===== config.mk =====
export PLATFORM = sky130hd
export DESIGN_NAME = multicycle_control
export DESIGN_NICKNAME = d
export VERILOG_FILES = /design/src/rtl/mips_pkg.sv /design/src/rtl/alu_op_decoder.sv /design/src/rtl/multicycle_control.sv
export SDC_FILE = /design/constraint.sdc
export NUM_CORES = 1
export LEC_CHECK = 0
export CAP_MARGIN = 10
export CORE_ASPECT_RATIO = 1.2
export CORE_MARGIN = 2
export CORE_UTILIZATION = 43
export CTS_BUF_LIST = sky130_fd_sc_hd__clkbuf_8
export DETAILED_ROUTE_END_ITERATION = 6
export PLACE_DENSITY_LB_ADDON = 0.2
export SYNTH_ARGS = -nofsm -noshare
export SYNTH_HDL_FRONTEND = slang
export SYNTH_SLANG_ARGS = --single-unit

===== constraint.sdc =====
create_clock -name clk -period 1.6 [get_ports clk]
set_input_delay 0.32 -clock clk [delete_from_list [all_inputs] [get_ports clk]]
set_output_delay 0.32 -clock clk [all_outputs]
set_load 0.005 [all_outputs]

===== src/rtl/mips_pkg.sv =====
// Shared constants for the multicycle MIPS control path: ALU op codes,
// opcode/funct encodings, operand-B select codes and the FSM state enum.
package mips_pkg;

  localparam int unsigned OP_W     = 6;
  localparam int unsigned ALU_OP_W = 4;
  localparam int unsigned SRC_B_W  = 3;
  localparam int unsigned PC_SRC_W = 2;
  localparam int unsigned CNT_W    = 3;

  // ALU operation codes
  localparam logic [ALU_OP_W-1:0] ALU_SLL = 4'd0;
  localparam logic [ALU_OP_W-1:0] ALU_SRL = 4'd1;
  localparam logic [ALU_OP_W-1:0] ALU_LUI = 4'd2;
  localparam logic [ALU_OP_W-1:0] ALU_ADD = 4'd3;
  localparam logic [ALU_OP_W-1:0] ALU_SUB = 4'd4;
  localparam logic [ALU_OP_W-1:0] ALU_AND = 4'd5;
  localparam logic [ALU_OP_W-1:0] ALU_NOR = 4'd7;
  localparam logic [ALU_OP_W-1:0] ALU_OR  = 4'd8;

  // Opcodes
  localparam logic [OP_W-1:0] OP_RTYPE = 6'h00;
  localparam logic [OP_W-1:0] OP_J     = 6'h02;
  localparam logic [OP_W-1:0] OP_BEQ   = 6'h04;
  localparam logic [OP_W-1:0] OP_BNE   = 6'h05;
  localparam logic [OP_W-1:0] OP_ADDI  = 6'h08;
  localparam logic [OP_W-1:0] OP_ADDIU = 6'h09;
  localparam logic [OP_W-1:0] OP_ANDI  = 6'h0C;
  localparam logic [OP_W-1:0] OP_ORI   = 6'h0D;
  localparam logic [OP_W-1:0] OP_LUI   = 6'h0F;
  localparam logic [OP_W-1:0] OP_LW    = 6'h23;
  localparam logic [OP_W-1:0] OP_SW    = 6'h2B;

  // R-type funct codes
  localparam logic [OP_W-1:0] F_SLL  = 6'h00;
  localparam logic [OP_W-1:0] F_SRL  = 6'h02;
  localparam logic [OP_W-1:0] F_ADD  = 6'h20;
  localparam logic [OP_W-1:0] F_ADDU = 6'h21;
  localparam logic [OP_W-1:0] F_SUB  = 6'h22;
  localparam logic [OP_W-1:0] F_SUBU = 6'h23;
  localparam logic [OP_W-1:0] F_AND  = 6'h24;
  localparam logic [OP_W-1:0] F_OR   = 6'h25;
  localparam logic [OP_W-1:0] F_NOR  = 6'h27;

  // ALU operand-B select
  localparam logic [SRC_B_W-1:0] SRC_B_REG   = 3'd0;
  localparam logic [SRC_B_W-1:0] SRC_B_FOUR  = 3'd1;
  localparam logic [SRC_B_W-1:0] SRC_B_SEXT  = 3'd2;
  localparam logic [SRC_B_W-1:0] SRC_B_SEXT2 = 3'd3;
  localparam logic [SRC_B_W-1:0] SRC_B_ZEXT  = 3'd4;

  // PC source select
  localparam logic [PC_SRC_W-1:0] PC_SRC_ALU    = 2'd0;
  localparam logic [PC_SRC_W-1:0] PC_SRC_ALUOUT = 2'd1;
  localparam logic [PC_SRC_W-1:0] PC_SRC_JUMP   = 2'd2;

  typedef enum logic [3:0] {
    S_FETCH     = 4'd0,
    S_DECODE    = 4'd1,
    S_R_EXEC    = 4'd2,
    S_R_WB      = 4'd3,
    S_MEM_ADDR  = 4'd4,
    S_MEM_READ  = 4'd5,
    S_MEM_WRITE = 4'd6,
    S_MEM_WB    = 4'd7,
    S_BRANCH    = 4'd8,
    S_IMM_EXEC  = 4'd9,
    S_IMM_WB    = 4'd10,
    S_JUMP      = 4'd11
  } state_e;

endpackage


===== src/rtl/alu_op_decoder.sv =====
// R-type funct to ALU operation decode, with a flag for supported functs.
module alu_op_decoder
  import mips_pkg::*;
(
  input  logic [OP_W-1:0]     funct,
  output logic [ALU_OP_W-1:0] alu_operation,
  output logic                funct_valid
);

  // Map funct to ALU op; anything unlisted is flagged invalid
  always_comb begin
    alu_operation = ALU_SLL;
    funct_valid   = 1'b1;
    case (funct)
      F_ADD, F_ADDU: alu_operation = ALU_ADD;
      F_SUB, F_SUBU: alu_operation = ALU_SUB;
      F_AND:         alu_operation = ALU_AND;
      F_OR:          alu_operation = ALU_OR;
      F_NOR:         alu_operation = ALU_NOR;
      F_SLL:         alu_operation = ALU_SLL;
      F_SRL:         alu_operation = ALU_SRL;
      default:       funct_valid   = 1'b0;
    endcase
  end

endmodule


===== src/rtl/multicycle_control.sv =====
// Multicycle MIPS control FSM: FETCH/DECODE/EXEC/MEM/WB sequencing with a
// memory wait counter. Outputs are a Moore decode of state, except pc_en in
// BRANCH which follows zero directly. All outputs are held 0 during reset.
// Optional feature macro: IMM_LOGIC_EN adds ANDI/ORI/LUI via IMM_EXEC.
module multicycle_control
  import mips_pkg::*;
#(
  parameter int unsigned MEM_WAIT = 0
) (
  input  logic                clk,
  input  logic                reset,
  input  logic [OP_W-1:0]     opcode,
  input  logic [OP_W-1:0]     funct,
  input  logic                zero,
  output logic [ALU_OP_W-1:0] alu_operation,
  output logic                alu_src_a,
  output logic [SRC_B_W-1:0]  alu_src_b,
  output logic                pc_en,
  output logic [PC_SRC_W-1:0] pc_source,
  output logic                iord,
  output logic                mem_read,
  output logic                mem_write,
  output logic                ir_write,
  output logic                reg_write,
  output logic                reg_dst,
  output logic                mem_to_reg,
  output logic                illegal_op
);

  state_e           state_q, state_d;
  logic [CNT_W-1:0] cnt_q, cnt_d;
  logic [ALU_OP_W-1:0] r_alu_op;
  logic             funct_valid;
  logic             mem_last;

  alu_op_decoder u_alu_op_decoder (
    .funct         (funct),
    .alu_operation (r_alu_op),
    .funct_valid   (funct_valid)
  );

  assign mem_last = (cnt_q == CNT_W'(MEM_WAIT));

  // State and wait-counter registers
  always_ff @(posedge clk) begin
    if (reset) begin
      state_q <= S_FETCH;
      cnt_q   <= '0;
    end else begin
      state_q <= state_d;
      cnt_q   <= cnt_d;
    end
  end

  // Next-state and output decode
  always_comb begin
    state_d       = state_q;
    cnt_d         = cnt_q;
    alu_operation = ALU_SLL;
    alu_src_a     = 1'b0;
    alu_src_b     = SRC_B_REG;
    pc_en         = 1'b0;
    pc_source     = PC_SRC_ALU;
    iord          = 1'b0;
    mem_read      = 1'b0;
    mem_write     = 1'b0;
    ir_write      = 1'b0;
    reg_write     = 1'b0;
    reg_dst       = 1'b0;
    mem_to_reg    = 1'b0;
    illegal_op    = 1'b0;

    if (!reset) begin
      case (state_q)
        S_FETCH: begin
          mem_read = 1'b1;
          if (mem_last) begin
            ir_write      = 1'b1;
            pc_en         = 1'b1;
            alu_src_b     = SRC_B_FOUR;
            alu_operation = ALU_ADD;
            cnt_d         = '0;
            state_d       = S_DECODE;
          end else begin
            cnt_d = cnt_q + CNT_W'(1);
          end
        end

        S_DECODE: begin
          alu_src_b     = SRC_B_SEXT2;
          alu_operation = ALU_ADD;
          case (opcode)
            OP_RTYPE: begin
              if (funct_valid) begin
                state_d = S_R_EXEC;
              end else begin
                illegal_op = 1'b1;
                state_d    = S_FETCH;
              end
            end
            OP_LW, OP_SW:      state_d = S_MEM_ADDR;
            OP_BEQ, OP_BNE:    state_d = S_BRANCH;
            OP_ADDI, OP_ADDIU: state_d = S_IMM_EXEC;
`ifdef IMM_LOGIC_EN
            OP_ANDI, OP_ORI, OP_LUI: state_d = S_IMM_EXEC;
`endif
            OP_J:              state_d = S_JUMP;
            default: begin
              illegal_op = 1'b1;
              state_d    = S_FETCH;
            end
          endcase
        end

        S_R_EXEC: begin
          alu_src_a     = 1'b1;
          alu_src_b     = SRC_B_REG;
          alu_operation = r_alu_op;
          state_d       = S_R_WB;
        end

        S_R_WB: begin
          reg_write = 1'b1;
          reg_dst   = 1'b1;
          state_d   = S_FETCH;
        end

        S_MEM_ADDR: begin
          alu_src_a     = 1'b1;
          alu_src_b     = SRC_B_SEXT;
          alu_operation = ALU_ADD;
          state_d       = (opcode == OP_SW) ? S_MEM_WRITE : S_MEM_READ;
        end

        S_MEM_READ: begin
          mem_read = 1'b1;
          iord     = 1'b1;
          if (mem_last) begin
            cnt_d   = '0;
            state_d = S_MEM_WB;
          end else begin
            cnt_d = cnt_q + CNT_W'(1);
          end
        end

        S_MEM_WRITE: begin
          mem_write = 1'b1;
          iord      = 1'b1;
          if (mem_last) begin
            cnt_d   = '0;
            state_d = S_FETCH;
          end else begin
            cnt_d = cnt_q + CNT_W'(1);
          end
        end

        S_MEM_WB: begin
          reg_write  = 1'b1;
          mem_to_reg = 1'b1;
          state_d    = S_FETCH;
        end

        S_BRANCH: begin
          alu_src_a     = 1'b1;
          alu_src_b     = SRC_B_REG;
          alu_operation = ALU_SUB;
          pc_source     = PC_SRC_ALUOUT;
          pc_en         = (opcode == OP_BEQ) ? zero : ~zero;
          state_d       = S_FETCH;
        end

        S_IMM_EXEC: begin
          alu_src_a     = 1'b1;
          alu_src_b     = SRC_B_SEXT;
          alu_operation = ALU_ADD;
`ifdef IMM_LOGIC_EN
          case (opcode)
            OP_ANDI: begin
              alu_src_b     = SRC_B_ZEXT;
              alu_operation = ALU_AND;
            end
            OP_ORI: begin
              alu_src_b     = SRC_B_ZEXT;
              alu_operation = ALU_OR;
            end
            OP_LUI: begin
              alu_src_b     = SRC_B_ZEXT;
              alu_operation = ALU_LUI;
            end
            default: ;
          endcase
`endif
          state_d = S_IMM_WB;
        end

        S_IMM_WB: begin
          reg_write = 1'b1;
          state_d   = S_FETCH;
        end

        S_JUMP: begin
          pc_source = PC_SRC_JUMP;
          pc_en     = 1'b1;
          state_d   = S_FETCH;
        end

        default: begin
          cnt_d   = '0;
          state_d = S_FETCH;
        end
      endcase
    end
  end

endmodule


==> results of run 1 <==
[logic make-up after synthesis]
group | after synthesis | share of synthesized area, %
buf+inv | 20 | 8.731
compound gates | 47 | 29.79
mux | 2 | 2.033
fa+ha+maj | 2 | 2.392
flops | 7 | 13.40
xor+xnor | 6 | 5.025
simple gates | 67 | 38.28
other cells | 1 | 0.3585
[timing repair]
action,in CTS
buffers inserted,15
gates cloned,0
resized for setup,128
hold buffers,0
pin swaps,19
endpoints found under the hold margin,0
setup endpoints to repair,22
[metrics by stage]
step           area [um2]  cells  hold slack [ns]  utilization, %
4_1_cts              2002    270           0.5265           86.82
3_5_place_dp         1740    251           0.5388           75.47
3_3_place_gp         1740    251           0.5271           75.47
2_1_floorplan        1085    152           0.4672               -
[cell usage after synthesis (4+ instances only)]
master     n
a21oi_1   16
nor2_1    12
nor2b_1    4
o21ai_0    8
nor3_1    12
nand2_1    6
nand3_1    4
buf_2      7
nand2b_1   6
inv_1      5
dfxtp_1    7
==> out/results.txt, run 1 <==
H-Tree Depth -> 1
FP Rows -> 19
Clk sink count -> 7
Syn nets -> 169
Yosys reg bits -> 7
Dpl hpwl -> 2801 um
Synth Area per Inst -> 6.882 um2
Buffers on Ports -> 32
Chip width -> 49.03 um
Number of flops mapped to enable cells by yosys -> 0
GP Congestion -> 0.8812
Area share of the largest cell type after synthesis -> 13.40%
Mapped cell area -> 1046 um2
Yosys warns -> 0
Worst slack, placed -> -0.9471 ns
I/O pins -> 34
Failed at -> global routing (5_1_grt)
Error msg -> [ERROR DPL-0038] Utilization greater than 100%, impossible to legalize
CTS Buffer Depth -> 2
Area leader, netlist -> dfxtp_1
Synth top area cells -> dfxtp_1 13%, a21oi_1 7.7%, nor3_1 5.7%
Mapped Cells -> 152
Status -> stopped before the end
Fraction of registers with async set/reset -> 0%
Distinct cells, synth -> 51
Seq/Total Area, Yosys -> 13.40%
Ys flop type -> dfxtp_1
Die height -> 58.03 um
Initial core utilization -> 45.36%
Worst setup endpoint GRT -> alu_operation[3]
Root Buffer -> clkbuf_8
WEP type -> primary output
Number of CTS-inserted buffers -> 3
Largest net degree at the start of global routing -> 13
==> inputs of run 2 (changes only) <==
Settings changed: CORE_AREA set to 2 2 63 65, CORE_ASPECT_RATIO 1.2 to unset, CORE_MARGIN 2 to unset, CORE_UTILIZATION 43 to unset, CTS_BUF_LIST sky130_fd_sc_hd__clkbuf_8 to unset, DIE_AREA set to 0 0 65 67, PLACE_DENSITY_LB_ADDON 0.2 to 0.15.
Clock period 1.6 ns to 2.1 ns, I/O delays scaled along.
==> out/results.txt, run 2 <==
CORE AREA -> 3606 um2
Critical-path cell list -> buf_4, or2_2, nor4_1, dlygate4sd2_1
Max reg flops -> 4
Chip width -> 65 um (was 49.03 um)
WP data required -> 1.68 ns
Final setup fails -> 0
Period Utilization, post-route -> 97.27%
Seq/Total Area, Yosys -> 13.40% (unchanged)
Slowest stage delay, CP -> 0.38 ns
Worst r2r path cells -> 7
Clk sink count -> 7 (unchanged)
Syn nets -> 169 (unchanged)
Mapped Cells -> 152 (unchanged)
Largest net degree at the start of global routing -> 12
Status -> finished, final reports clean (was stopped before the end)
Initial antenna violation count -> 0
Placed cells -> 262 (was 251)
Max Freq -> 489.6 MHz
CP Max Fanout -> 6
Largest registers -> state_q: 4 flops, cnt_q: 3 flops
Layout cells sized above 1 -> 43.97%
H-Tree Depth -> 1 (unchanged)
Distinct cells, synth -> 51 (unchanged)
Most common cell after layout, fill and taps aside -> buf_4
RSZ-0062 raised after global routing -> false
Vias in the first global route -> 1435
CP arrival -> 1.62 ns
CTS Hold Bufs -> 0 (unchanged)
Synthesis-to-layout area growth -> 85.88%
Initial core utilization -> 29.01% (was 45.36%)
Post-route insts no fill -> 280
Buffers on Ports -> 32 (unchanged)
Clk_skew -> 0.007941 ns
Leakage -> 0.9092 nW
Fin. max-slew vios -> 0
Number of CTS-inserted buffers -> 3 (unchanged)
Number of flops mapped to enable cells by yosys -> 0 (unchanged)
Dpl hpwl -> 2899 um (was 2801 um)
Gr usage total -> 18.72%
Yosys reg bits -> 7 (unchanged)
Worst vdd ir -> 0.1528 mV
Setup TNS -> 0 ns
Reg2reg end -> state_q[0]$_SDFFE_PP0P_
CP Class -> reg -> out
Die ar. -> 4355 um2
Die height -> 67 um (was 58.03 um)
Via count -> 1476
PD cells -> 296.9 nW/um2
Clk pin slew, worst setup/hold paths -> 0.05 ns
Root Buffer -> clkbuf_8 (unchanged)
CTS tree -> done
Fillers -> 368
Synth top area cells -> dfxtp_1 13%, a21oi_1 7.7%, nor3_1 5.7% (unchanged)
Crit end category -> output port
Post-DR wirelength/cell -> 13.83 um
DRC Markers -> 0
Final WL -> 3871 um
Fraction of registers with async set/reset -> 0% (unchanged)
I/O pins -> 34 (unchanged)
Final hold slack -> 0.5533 ns
Combinational share of power -> 40.3%
Sequential Power Share -> 24.6%
Yosys warns -> 0 (unchanged)
Mapped cell area -> 1046 um2 (unchanged)
Post-synth top cells -> 16 x a21oi_1, 12 x nor2_1, 12 x nor3_1, 8 x o21ai_0 (unchanged)
Fin. Hold Viols -> 0
Most frequent cells in the layout -> 54 x buf_4, 15 x a21oi_1, 14 x dlygate4sd2_1, 8 x nor2_1
Router iterations before antenna repair -> 4
Worst Setup SP -> state_q[1]$_SDFFE_PP0P_
Count leader, synth -> a21oi_1 (unchanged)
GP Congestion -> 0.8887 (was 0.8812)
FP Rows -> 22 (was 19)
Skew-Pair Late Insertion Delay -> 0.23 ns
GRT overflow -> 0
Max-cap violations -> 0
Clk pwr share -> 35.1%
Crit path launch type -> register
Switching pwr -> 186.5 uW
CTS Buffer Depth -> 2 (unchanged)
Cell Int Power -> 390.8 uW
Worst R2R Setup Slack -> 0.43 ns
Slowest CP cell -> dfxtp_4
Ys flop type -> dfxtp_1 (unchanged)
Synth Area per Inst -> 6.882 um2 (unchanged)
CP Capture Point -> ir_write
Fin nets -> 250
Final min period -> 2.043 ns
Area leader, netlist -> dfxtp_1 (unchanged)
First-pass GRT wire length -> 6465 um
Storage cell area -> 147.6 um2
Area share of the largest cell type after synthesis -> 13.40% (unchanged)
1st-iter DRT viols -> 83
Hold crit path type -> reg -> reg
Multi-input logic area -> 945.9 um2
Top reg by flops -> state_q
Sw Share -> 32.30%
Post-route ant nets -> 0
Antenna cells -> 0
RR Startpoint -> cnt_q[0]$_SDFFE_PP0N_
Via density per instance -> 5.271
run 2: cell counts after synthesis:
No cell type changed its count.
run 2: logic make-up after synthesis:
logic type,Yosys count,share of synthesized area (%)
simple gates,67,38.28
flops,7,13.40
mux,2,2.033
xor+xnor,6,5.025
buf+inv,20,8.731
compound gates,47,29.79
fa+ha+maj,2,2.392
other cells,1,0.3585
run 2: area by class of cell:
cell class              instances  share of cell area, %
multi-input cells             125                  48.65
repair buffers                 90                  37.13
flip-flops and latches          7                  7.593
well taps                      48                  3.089
clock buffers                   4                  2.317
inverters                       6                  1.223
run 2: repair_timing:
| item | 4_1_cts | 5_1_grt |
|---|---|---|
| gates resized for setup | 80 | 18 |
| setup endpoints to repair | 18 | 11 |
| pin swaps | 14 | 8 |
| setup buffers | 10 | 4 |
run 2: worst min path at each step:
stage	end	slack [ns]	cells past startpoint	start
after detailed placement	cnt_q[2]$_SDFFE_PP0N_	0.54	2	cnt_q[2]$_SDFFE_PP0N_
after global routing	cnt_q[0]$_SDFFE_PP0N_	0.60	2	cnt_q[0]$_SDFFE_PP0N_
after CTS	cnt_q[2]$_SDFFE_PP0N_	0.56	2	cnt_q[2]$_SDFFE_PP0N_
final	cnt_q[2]$_SDFFE_PP0N_	0.55	2	cnt_q[2]$_SDFFE_PP0N_
after global placement	cnt_q[0]$_SDFFE_PP0N_	0.53	2	cnt_q[0]$_SDFFE_PP0N_
after floorplan	cnt_q[0]$_SDFFE_PP0N_	0.47	1	cnt_q[0]$_SDFFE_PP0N_
run 2: through the flow:
step                      power (mW)  setup WS [ns]  instance area (um2)  utilization (%)
after floorplan               0.2397         0.2456                 1046                -
after global placement        0.3619        -0.6250                 1688            46.81
after detailed placement      0.3646        -0.6503                 1688            46.81
after CTS                     0.5683       0.003307                 1863            51.67
after global routing          0.6058       0.001696                 1944            53.92
final                         0.5773        0.05742                 1944            53.92
run 2: power groups by stage:
stage	clock network (mW)	registers, mW	logic (mW)
global placement	0	0.143	0.218
floorplan	0	0.139	0.101
detailed placement	0	0.143	0.221
global route	0.210	0.142	0.253
finish	0.203	0.142	0.233
CTS	0.202	0.142	0.224
run 2: critical path: cells and delay by family (launching register included):
| family | cells | cell delay, ns |
|---|---|---|
| AND/OR/NAND/NOR | 2 | 0.59 |
| buffers and inverters | 2 | 0.42 |
| flip-flops | 1 | 0.38 |
run 2: per-layer routing:
layer	vias to the layer above	track usage, %	share of wire (%)	wire length, um
met1	716	21.74	43	1653
met2	31	37.11	54	2093
li1	723	-	-	-
met3	6	2.027	2.4	92
met4	0	2.660	0.80	31
met5	-	0	0	0
Power figures use the tool's default switching activity.
